===== config.mk =====
export PLATFORM = sky130hd
export DESIGN_NAME = pulse_sequencer
export DESIGN_NICKNAME = d
export VERILOG_FILES = /design/src/rtl/pulse_pkg.sv /design/src/rtl/pulse_wait_timer.sv /design/src/rtl/pulse_sequencer.sv
export SDC_FILE = /design/constraint.sdc
export NUM_CORES = 1
export LEC_CHECK = 0
export ABC_CLOCK_PERIOD_IN_PS = 8000
export CORE_AREA = 10 10 71 73
export CTS_CLUSTER_SIZE = 14
export DETAILED_ROUTE_END_ITERATION = 10
export DIE_AREA = 0 0 81 83
export GPL_TIMING_DRIVEN = 0
export HOLD_SLACK_MARGIN = 0.03
export PLACE_DENSITY = 0.83
export SLEW_MARGIN = 10
export SYNTH_ARGS = -nofsm -noshare
export SYNTH_HDL_FRONTEND = slang
export SYNTH_SLANG_ARGS = --single-unit

===== constraint.sdc =====
create_clock -name clk -period 8 [get_ports clk]
set_input_delay 2.4 -clock clk [delete_from_list [all_inputs] [get_ports clk]]
set_output_delay 2.4 -clock clk [all_outputs]
set_load 0.02 [all_outputs]

===== src/rtl/pulse_pkg.sv =====
// ============================================================================
// Module   : pulse_pkg
// Purpose  : Shared state encoding and request-channel numbering for the
//            pulse sequencer and its helpers.
// Revision : 1.0 - initial release
// ============================================================================
`default_nettype none

package pulse_pkg;

  // Explicit-width state codes, kept as plain constants for legacy users
  localparam logic [1:0] ST_IDLE  = 2'd0;
  localparam logic [1:0] ST_STEP  = 2'd1;
  localparam logic [1:0] ST_ISSUE = 2'd2;
  localparam logic [1:0] ST_WAIT  = 2'd3;

  typedef enum logic [1:0] {
    S_IDLE  = ST_IDLE,
    S_STEP  = ST_STEP,
    S_ISSUE = ST_ISSUE,
    S_WAIT  = ST_WAIT
  } state_e;

  // Request/reply channel assignment
  localparam int CH_MEM_READ  = 0;
  localparam int CH_MEM_WRITE = 1;
  localparam int CH_OPERATE   = 2;

endpackage

`default_nettype wire


===== src/rtl/pulse_wait_timer.sv =====
// ============================================================================
// Module   : pulse_wait_timer
// Purpose  : Counts cycles spent waiting for a reply and flags the cycle in
//            which the wait limit is reached. Only present in builds that
//            define PULSE_TIMEOUT_EN.
// Revision : 1.0 - initial release
// ============================================================================
`default_nettype none

`ifdef PULSE_TIMEOUT_EN
module pulse_wait_timer #(
  parameter int LIMIT = 255,
  localparam int CNT_W = (LIMIT > 1) ? $clog2(LIMIT + 1) : 1
) (
  input  logic clk,
  input  logic reset,
  input  logic clear,
  input  logic run,
  output logic expired
);

  logic [CNT_W-1:0] r_count;

  // Number of wait cycles already completed; restarts before each wait
  always_ff @(posedge clk) begin
    if (reset) begin
      r_count <= '0;
    end else if (clear) begin
      r_count <= '0;
    end else if (run && !expired) begin
      r_count <= r_count + 1'b1;
    end
  end

  // Counting the current cycle, the limit is reached on the LIMIT-th wait cycle
  assign expired = run && ((int'(r_count) + 1) >= LIMIT);

endmodule
`endif

`default_nettype wire


===== src/rtl/pulse_sequencer.sv =====
// ============================================================================
// Module   : pulse_sequencer
// Purpose  : Walks a table of up to 2**STEP_W steps. Each step either lasts
//            one cycle or issues a one-cycle request on its channel and waits
//            for the matching reply. The table is captured at start so it may
//            change freely while the sequence runs.
// Options  : PULSE_TIMEOUT_EN - abort a wait after TIMEOUT_CYCLES cycles.
// Revision : 1.0 - initial release
// ============================================================================
`default_nettype none

module pulse_sequencer
  import pulse_pkg::*;
#(
  parameter int STEP_W         = 3,
  parameter int REQ_CH         = 3,
  parameter int TIMEOUT_CYCLES = 255,
  localparam int NUM_STEPS     = 2 ** STEP_W,
  localparam int CH_W          = (REQ_CH > 1) ? $clog2(REQ_CH) : 1
) (
  input  logic                      clk,
  input  logic                      reset,
  input  logic                      start_pulse,
  input  logic [NUM_STEPS-1:0]      step_wait,
  input  logic [NUM_STEPS*CH_W-1:0] step_ch,
  input  logic [STEP_W-1:0]         last_step,
  output logic [REQ_CH-1:0]         req_pulse,
  input  logic [REQ_CH-1:0]         reply,
  output logic [STEP_W-1:0]         cur_step,
  output logic [NUM_STEPS-1:0]      entering_step,
  output logic                      busy,
  output logic                      done_pulse,
  output logic                      stray_reply,
  output logic                      timeout_pulse
);

  state_e                    r_state;
  logic [STEP_W-1:0]         r_cur;
  logic                      r_start_d;
  logic [REQ_CH-1:0]         r_reply_d;
  logic [NUM_STEPS-1:0]      r_wait;
  logic [NUM_STEPS*CH_W-1:0] r_ch;
  logic [STEP_W-1:0]         r_last;

  state_e                    w_state_nx;
  logic [STEP_W-1:0]         w_cur_nx;
  logic [STEP_W-1:0]         w_cur_inc;
  logic [CH_W-1:0]           w_sel_ch;
  logic [REQ_CH-1:0]         w_sel_mask;
  logic [REQ_CH-1:0]         w_wait_mask;
  logic                      w_sel_hit;
  logic                      w_is_last;
  logic                      w_expired;
  logic                      w_advance;
  logic                      w_enter;
  logic                      w_load;

  // Channel of the current step; an out-of-range code selects nothing
  assign w_sel_ch   = r_ch[int'(r_cur)*CH_W +: CH_W];
  assign w_sel_mask = REQ_CH'(1) << w_sel_ch;

  // Only the selected channel in WAIT counts as a real reply
  assign w_wait_mask = (r_state == S_WAIT) ? w_sel_mask : '0;
  assign w_sel_hit   = |(r_reply_d & w_wait_mask);
  assign w_is_last   = (r_cur == r_last);
  assign w_cur_inc   = r_cur + 1'b1;

`ifdef PULSE_TIMEOUT_EN
  // ISSUE always leads into WAIT, so it is the place to restart the count
  pulse_wait_timer #(
    .LIMIT   (TIMEOUT_CYCLES)
  ) u_wait_timer (
    .clk     (clk),
    .reset   (reset),
    .clear   (r_state == S_ISSUE),
    .run     (r_state == S_WAIT),
    .expired (w_expired)
  );

  // A selected reply in the limit cycle wins over the timeout
  assign timeout_pulse = (r_state == S_WAIT) && !w_sel_hit && w_expired;
`else
  logic unused_timeout_cfg;

  assign w_expired          = 1'b0;
  assign timeout_pulse      = 1'b0;
  assign unused_timeout_cfg = (TIMEOUT_CYCLES != 0);
`endif

  // Next-state and next-step decision
  always_comb begin
    w_state_nx = r_state;
    w_cur_nx   = r_cur;
    w_load     = 1'b0;
    w_enter    = 1'b0;
    w_advance  = 1'b0;
    case (r_state)
      S_IDLE: begin
        if (r_start_d) begin
          w_load     = 1'b1;
          w_enter    = 1'b1;
          w_cur_nx   = '0;
          w_state_nx = step_wait[0] ? S_ISSUE : S_STEP;
        end
      end
      S_STEP:  w_advance  = 1'b1;
      S_ISSUE: w_state_nx = S_WAIT;
      S_WAIT: begin
        if (w_sel_hit) begin
          w_advance = 1'b1;
        end else if (w_expired) begin
          w_state_nx = S_IDLE;
          w_cur_nx   = '0;
        end
      end
      default: w_state_nx = S_IDLE;
    endcase
    if (w_advance) begin
      if (w_is_last) begin
        w_state_nx = S_IDLE;
        w_cur_nx   = '0;
      end else begin
        w_enter    = 1'b1;
        w_cur_nx   = w_cur_inc;
        w_state_nx = r_wait[w_cur_inc] ? S_ISSUE : S_STEP;
      end
    end
  end

  // Input delay stage, state register and table capture at start
  always_ff @(posedge clk) begin
    if (reset) begin
      r_state   <= S_IDLE;
      r_cur     <= '0;
      r_start_d <= 1'b0;
      r_reply_d <= '0;
      r_wait    <= '0;
      r_ch      <= '0;
      r_last    <= '0;
    end else begin
      r_start_d <= start_pulse;
      r_reply_d <= reply;
      r_state   <= w_state_nx;
      r_cur     <= w_cur_nx;
      if (w_load) begin
        r_wait <= step_wait;
        r_ch   <= step_ch;
        r_last <= last_step;
      end
    end
  end

  assign cur_step      = r_cur;
  assign busy          = (r_state != S_IDLE);
  assign req_pulse     = (r_state == S_ISSUE) ? w_sel_mask : '0;
  assign done_pulse    = w_advance && w_is_last;
  assign stray_reply   = |(r_reply_d & ~w_wait_mask);
  assign entering_step = w_enter ? (NUM_STEPS'(1) << w_cur_nx) : '0;

endmodule

`default_nettype wire


Yosys cells after proc, flatten, opt, wreduce, memory -nomap -nowiden. Index checks and enable logic that the tools add are counted. W data, S select, Z words.

Word-level logic and storage cells: 48. Output and inout bits: 18. Register bits: 36. Input port bits: 33.

Equal/unequal tests: 5. Shift-type cells: 3. Mux-type cells: 21. Reductions and logical operators: 7. Add/subtract/negate cells: 1. Bitwise operators: 3. Order comparisons: 1.

Operators with widths (number): $mux W3 (6); $shiftx A16 B5 Y2 (1); $mux W2 (5); $mux W8 (1); $shl A1 B3 Y8 const A (1); $and A3 B3 Y3 (2); $mux W1 (6); $reduce_or A3 Y1 (2); $eq A2 B2 Y1 const B (2); $lt A3 B4 Y1 const B (1); $pmux W2 S2 (1); $add A3 B1 Y3 const B (1); $bmux W1 S3 (1); $eq A3 B3 Y1 (1); $ne A3 B3 Y1 const B (1); $not A3 Y3 (1); $reduce_bool A3 Y1 (1); $shl A1 B2 Y3 const A (1); $eq A2 B1 Y1 const B (1); $logic_not A2 Y1 (1); $pmux W1 S2 (1); $reduce_and A2 Y1 (1); $reduce_bool A2 Y1 (1); $logic_and A1 B1 Y1 (1).

Depth between registers and ports, before layout. Gate-level depths: netlist of the first run.

Depth in word-level cells: 10. Depth in mapped cells: 7.

Worst setup path before layout of the first run. No wires, ideal clock.

Kind: register -> output. Start: register r_cur[0] (netlist: cur_step[0]). End: output entering_step[0]. Buffers on the path: 1. Arrival: 2.550 ns. Path slack: 3.050 ns. Stages on the path, launching flop included: 7. Cells stage by stage: dfxtp_1 > buf_6 > mux4_2 > mux2_2 > nand2_2 > o221ai_2 > o41ai_1.

Word-level cells in the longest chain between the ends: 10. Elaborated cells on any way between the ends: 17. Those cells by class: 1 x add/sub; 1 x eq/ne; 3 x shift; 10 x mux; 1 x bitwise; 1 x reduce/logical.

Ends and longest elaborated chain: start, declared (line pulse_sequencer.sv:38) `logic [STEP_W-1:0] r_cur;`; start signal, assigned (line pulse_sequencer.sv:144) `r_cur <= w_cur_nx;`; $shiftx A16 B5 Y2 (line pulse_sequencer.sv:59) `assign w_sel_ch = r_ch[int'(r_cur)*CH_W +: CH_W];`; $shl A1 B2 Y3 (line pulse_sequencer.sv:60) `assign w_sel_mask = REQ_CH'(1) << w_sel_ch;`; $mux W3 (line pulse_sequencer.sv:63) `assign w_wait_mask = (r_state == S_WAIT) ? w_sel_mask : '0;`; $and A3 B3 Y3 (line pulse_sequencer.sv:64) `assign w_sel_hit = |(r_reply_d & w_wait_mask);`; $reduce_or A3 Y1 (line pulse_sequencer.sv:64); $mux W1 (line pulse_sequencer.sv:109) `if (w_sel_hit) begin`; $pmux W1 S2 (line pulse_sequencer.sv:97) `case (r_state)`; $mux W3 (line pulse_sequencer.sv:118) `if (w_advance) begin`; $shl A1 B3 Y8 (line pulse_sequencer.sv:158) `assign entering_step = w_enter ? (NUM_STEPS'(1) << w_cur_nx) : '0;`; $mux W8 (*) (line pulse_sequencer.sv:158); end, declared (line pulse_sequencer.sv:30) `output logic [NUM_STEPS-1:0] entering_step,`.

Every way passes the cells marked *; elsewhere a longest branch is shown, timed or not.

Worst setup path in the final report of the first run.
Start: register r_cur[1] (netlist: cur_step[1]). End: output entering_step[0].

The elaborated chain is that of the path after synthesis.

==> summary.txt, run 1 <==
CP endpoint kind: primary output
Synth top area cells: dfxtp_1, nand2_1, a21oi_1
Hold Path Cell Cnt: 2
# DRC: 0
# diodes: 0
Fmax: 181 MHz
Synth cell types: 40
Synthesized area: 1780 µm²
Ys async rst share: 0%
Sequential cell area: 721 µm²
Avg Inst Size Synth: 8.31 µm²
DRT Pass-1 Iters: 4
Mapped Nets: 248
CP top delay family: buffers and inverters
CTS buffer count: 5
Setup ws final: 2460 ps
Worst reg-to-reg path cell count: 6
Final setup fails: 0
Detail Route Antenna Nets: 0
Share of the synthesized area in the top cell type: 40.5%
Vias in the first global route: 1641
Vias: 1656
Hold_buf cts: 0
Critical path peak fanout: 9
CP startpoint kind: flip-flop
Area Overhead vs Synth: 36.0%
Routability cong.: 0.850
Status: finished, final reports clean
Number of synthesized register bits: 36
EDFF count, synth: 0
Worst path slowest cell: clkdlybuf4s50_1
Overflow after GRT: 0
Pwr dens: 178 nW/µm²
Worst Path Arrival: 3140 ps
TritonCTS clock tree: built
RR Endpoint: cur_step[2]$_SDFF_PP0_
Yosys top cell by area: dfxtp_1
Worst skew pair latency: 290 ps
Final Hold Vio Count: 0
DIE AREA: 6720 µm²
# fillers: 324
Via density: 5.19
Area of the multi-input gates: 970 µm²
NumNets Final: 304
Period minus WS final: 5540 ps
Period utilisation layout: 69.2%
Clock sinks: 36
Die height: 83 µm
Cell count after synthesis: 214
WL/cell: 13.9 µm
Max Cap Violations: 0
Req. time, crit path: 5600 ps
Ports: 51
Detailed Route Iter0 Violations: 89
Port Buffers: 49
Critical path's largest stage delay: 670 ps
Ratio of cells with drive above 1 in the final layout: 8.49%
Final Skew: 3.75 ps
GRT met3 Usage: 4.74%
M2 GR Usage: 21.1%
DRT Wirelength: 4440 µm
First-pass GRT wire length: 7330 µm
Synth warnings: 0
H-tree depth: 2
Register area share after synthesis: 40.5%
Largest net degree at the start of global routing: 11
Top-count cell post-synth: nand2_1
Path category of the worst min-delay check: reg2reg
HP Start: r_ch[12]$_SDFFE_PP0P_
Critical path class: reg2out
Top_reg_cell synth: dfxtp_1
Final HPWL DP: 3390 µm
GR Util met1: 15.9%
Sum Neg Setup Slack: 0 ps
Post-CTS Setup Bufs: 0
Post_cts resized: 0
RR Startpoint: cur_step[1]$_SDFF_PP0_
Starting Density: 48.9%
Synth top cells by count: nand2_1, dfxtp_1, a21oi_1
Row count: 22
RSZ-0062 raised after global routing: false
Buf/Inv on CP: 2
CP Cell Sequence: clkbuf_1 -> mux4_2 -> mux2_2 -> nand2_2 -> o221ai_2 -> o41ai_1 -> clkdlybuf4s50_1
Die width: 81 µm
Maximum vdd drop: 0.0000971 V
Initial antenna violation count: 0
Flop-to-flop setup slack: 5630 ps
Core outline area: 3630 µm²
Static Leakage: 0.000820 µW
Min-Delay Endpoint: r_ch[12]$_SDFFE_PP0P_
Clk buf depth: 2
Hold_ws: 453 ps
Place WS: 2750 ps
Clk pin slew, worst setup/hold paths: 70 ps
Root Driver: clkbuf_8
Gr busiest metal: met2
Max-slew violations: 0
All-Layer GR Usage: 13.2%
-- how the worst max path moves through the flow --
| stage | startpoint | end | slack (ps) | cells past startpoint |
|---|---|---|---|---|
| after floorplan | cur_step[0]$_SDFF_PP0_ | entering_step[0] | 3050 | 6 |
| after global placement | cur_step[1]$_SDFF_PP0_ | entering_step[0] | 2770 | 7 |
| after detailed placement | cur_step[1]$_SDFF_PP0_ | entering_step[0] | 2750 | 7 |
| after CTS | cur_step[1]$_SDFF_PP0_ | entering_step[0] | 2430 | 7 |
| after global routing | cur_step[1]$_SDFF_PP0_ | entering_step[0] | 2310 | 7 |
| final | cur_step[1]$_SDFF_PP0_ | entering_step[0] | 2460 | 7 |
-- registers in the layout, summed over array words and instances, names as in the netlist --
| name | count |
|---|---|
| r_last | 3 |
| cur_step | 3 |
| r_ch | 16 |
| r_state | 2 |
| r_start_d | 1 |
| r_wait | 8 |
| r_reply_d | 3 |
-- cells by family (layout without fill, tap and decap cells) --
kind of cell / Yosys count / count (layout) / synth area share [%]
AO/OA/AOI/OAI: 35 / 35 / 13.0
XOR/XNOR: 5 / 5 / 2.46
adder cells (fa/ha/maj): 1 / 1 / 0.704
buffers and inverters: 20 / 77 / 4.93
flip-flops: 36 / 36 / 40.5
multiplexers: 14 / 14 / 11.4
other: 1 / 1 / 0.211
AND/OR/NAND/NOR: 102 / 102 / 26.7
-- layout make-up --
| type | instances | share of cell area, % |
|---|---|---|
| buffer | 18 | 3.31 |
| clock buffer | 8 | 3.72 |
| inverter | 2 | 0.310 |
| multi-input combinational | 158 | 40.1 |
| sequential | 36 | 29.8 |
| tap | 48 | 2.48 |
| timing repair buffer | 49 | 20.3 |
-- through the flow --
step / total power (µW) / instances / area (µm²) / util, %
2_1_floorplan: 264 / 214 / 1780 / -
3_3_place_gp: 302 / 311 / 2330 / 64.1
3_5_place_dp: 304 / 311 / 2330 / 64.1
4_1_cts: 435 / 319 / 2420 / 66.6
5_1_grt: 452 / 319 / 2420 / 66.6
6_report: 432 / 319 / 2420 / 66.6
-- layer usage --
layer	part of all wire [%]	vias up
met5	0	-
met4	1.4	0
met3	7.2	8
met2	47	49
met1	45	761
li1	-	838
-- worst min-delay path, cell delays in order, from the launching register on --
cell     delay (ps)
dfxtp_1         310
nand2_1          50
a21oi_1          50
-- where the power goes --
part	internal [µW]	switching, µW
Combinational	48.2	53.9
Clock	70.2	61.2
Sequential	191	6.95
Total	309	122
-- placed cells by master, fill, tap and decap left out, types with 2 or more instances in the layout --
cell | netlist | routed
a21oi_1 | 27 | 27
a221oi_2 | 2 | 2
and2_1 | 2 | 2
buf_1 | 2 | 2
clkbuf_1 | 13 | 15
clkbuf_8 | 0 | 6
clkdlybuf4s50_1 | 0 | 49
dfxtp_1 | 36 | 36
inv_1 | 2 | 2
mux2_4 | 2 | 2
mux2i_1 | 6 | 6
mux4_2 | 4 | 4
nand2_1 | 61 | 61
nand3_1 | 2 | 2
nand3b_1 | 4 | 4
nor2_1 | 7 | 7
nor2b_1 | 4 | 4
nor3_1 | 8 | 8
nor3b_1 | 2 | 2
nor4_1 | 3 | 3
o31a_1 | 2 | 2
or4_1 | 2 | 2
xnor2_1 | 4 | 4
(Power assumes the default switching activity.)
==> run 2: changes to the inputs <==
Settings changed: ABC_CLOCK_PERIOD_IN_PS 8000 to 5100, CORE_AREA 10 10 71 73 to 10 10 73 75, DIE_AREA 0 0 81 83 to 0 0 83 85, PLACE_DENSITY 0.83 to 0.79.
Clock period 8 ns to 5.1 ns, I/O delays scaled along.
==> run 2 against run 1 <==
  * Cell area down 0.41%
  * Die area increased by 4.9%
  * Critical endpoint unchanged
  * Highest routed layer unchanged
  * Largest power group unchanged
  * Register-to-register slack got worse by 2900 ps
  * Sequential cell count unchanged
==> summary.txt, run 2 (same netlist as run 1, synthesis figures left out) <==
Flop-to-flop setup slack: 2760 ps
Vias in the first global route: 1565
Final setup fails: 0
Clock sinks: 36
Most frequent cells in the layout: nand2_1, clkdlybuf4s50_1, dfxtp_1, a21oi_1, clkbuf_1
Die width: 83 µm
RSZ-0062 raised after global routing: false
Clk buf depth: 2
Crit path capture: entering_step[0]
Pwr dens: 273 nW/µm²
Port Buffers: 49
# DRC: 0
Commonest non-fill, non-tap cell in the layout: nand2_1
Crit path from: cur_step[1]$_SDFF_PP0_
Max Cap Violations: 0
All-Layer GR Usage: 12.2%
Ports: 51
Clk pin slew, worst setup/hold paths: 70 ps
Hold_buf cts: 0
DRT Pass-1 Iters: 4
CTS buffer count: 5
Routability cong.: 0.826
CP endpoint kind: primary output
Worst skew pair latency: 290 ps
First-pass GRT wire length: 7240 µm
Root Driver: clkbuf_8
Initial antenna violation count: 0
WL/cell: 13.5 µm
DIE AREA: 7060 µm²
Path category of the worst min-delay check: reg2reg
Largest registers: r_ch (16), r_wait (8)
Critical path's largest stage delay: 680 ps
# diodes: 0
Row count: 23
Status: finished, final reports clean
Static Leakage: 0.000816 µW
Post-CTS Setup Bufs: 0
Period minus WS final: 4690 ps
Fmax: 213 MHz
Biggest register: r_ch
Worst-margin pin slew: 518 ps
Worst Path Arrival: 3160 ps
H-tree depth: 2
CP startpoint kind: flip-flop
Critical path class: reg2out
Sum Neg Setup Slack: 0 ps
Starting Density: 45.4%
NumNets Final: 304
Worst path slowest cell: clkdlybuf4s50_1
Detail Route Antenna Nets: 0
Final Hold Vio Count: 0
# fillers: 381
DRT Wirelength: 4320 µm
TritonCTS clock tree: built
RR Endpoint: cur_step[0]$_SDFF_PP0_
Die height: 85 µm
Area Overhead vs Synth: 35.5%
Final HPWL DP: 3360 µm
Worst slew margin: 65.4%
Max-slew violations: 0
RR Startpoint: cur_step[1]$_SDFF_PP0_
Post_cts resized: 0
Core outline area: 3910 µm²
Via density: 5.05
Critical path peak fanout: 9
Max FFs per register: 16
Worst reg-to-reg path cell count: 6
Design Power: 657 µW
Largest net degree at the start of global routing: 11
Final Skew: 3.33 ps
Maximum vdd drop: 0.000173 V
Ratio of cells with drive above 1 in the final layout: 8.52%
CP Cell Sequence: clkbuf_1 -> mux4_2 -> mux2_2 -> nand2_2 -> o221ai_2 -> o41ai_1 -> clkdlybuf4s50_1
Req. time, crit path: 3570 ps
Overflow after GRT: 0
Detailed Route Iter0 Violations: 74
Period utilisation layout: 91.9%
Vias: 1615
run 2: changes by cell type in the layout (fill, tap and decap cells not counted):
| cell | change |
|---|---|
| clkbuf_1 | -1 |
| clkbuf_8 | -1 |
| clkinv_2 | +1 |
run 2: where the power goes:
group,switching [µW],internal (µW)
Sequential,10.7,300
Combinational,83.6,75.5
Clock,94.2,92.7
run 2: final cells by class:
cell class	instances	area, µm²	area share [%]
Multi-Input combinational cell	158	970	40.3
Sequential cell	36	721	29.9
Timing Repair Buffer	49	490	20.4
Buffer	18	80.1	3.32
Clock buffer	6	72.6	3.01
Tap cell	50	62.6	2.60
Inverter	2	7.51	0.312
Clock inverter	1	5.00	0.208
run 2: critical path: cells and delay by family, from the launching register on:
family	cells	cell delay (ps)
muxes	2	680
buffers and inverters	2	1010
DFF	1	370
AOI/OAI and AO/OA	2	680
and+or+nand+nor	1	120
run 2: per-layer routing:
metal  vias up  global-route usage (%)  wire length [µm]  share of wire (%)
li1        839                       -                 -                  -
met1       730                    13.7              1910                 44
met2        40                    20.3              2080                 48
met3         6                    4.78               270                6.3
met4         0                    5.11                63                1.5
met5         -                       0                 0                  0
run 2: worst min-delay path by stage:
stage                                start                      to  slack (ps)  depth (start not counted)
global route          r_ch[7]$_SDFFE_PP0P_    r_ch[7]$_SDFFE_PP0P_         470                          2
CTS                 r_wait[4]$_SDFFE_PP0P_  r_wait[4]$_SDFFE_PP0P_         450                          2
finish               r_ch[15]$_SDFFE_PP0P_   r_ch[15]$_SDFFE_PP0P_         450                          2
detailed placement  r_wait[4]$_SDFFE_PP0P_  r_wait[4]$_SDFFE_PP0P_         450                          2
global placement      r_ch[4]$_SDFFE_PP0P_    r_ch[4]$_SDFFE_PP0P_         440                          2
floorplan            r_ch[12]$_SDFFE_PP0P_   r_ch[12]$_SDFFE_PP0P_         430                          2
run 2: metrics by stage:
step | hold slack [ps] | setup WS [ps] | instance area [µm²] | std cells | utilization, %
CTS | 455 | 397 | 2410 | 320 | 61.5
detailed placement | 446 | 721 | 2330 | 313 | 59.6
floorplan | 433 | 1020 | 1780 | 214 | -
global placement | 440 | 742 | 2330 | 313 | 59.6
finish | 454 | 412 | 2410 | 320 | 61.5
global route | 473 | 140 | 2410 | 320 | 61.5
==> run 3: changes to the inputs <==
--- a/constraint.sdc
+++ b/constraint.sdc
@@ -3,2 +3,2 @@
 set_output_delay 1.53 -clock clk [all_outputs]
-set_load 0.02 [all_outputs]
+set_load 0.01 [all_outputs]
==> results of run 3 <==
The final DEF is identical to that of run 2. Status: finished, final reports clean.
Among the figures that moved: setup slack after placement 721 ps -> 789 ps; setup slack after layout 412 ps -> 480 ps; total power 657 µW -> 650 µW
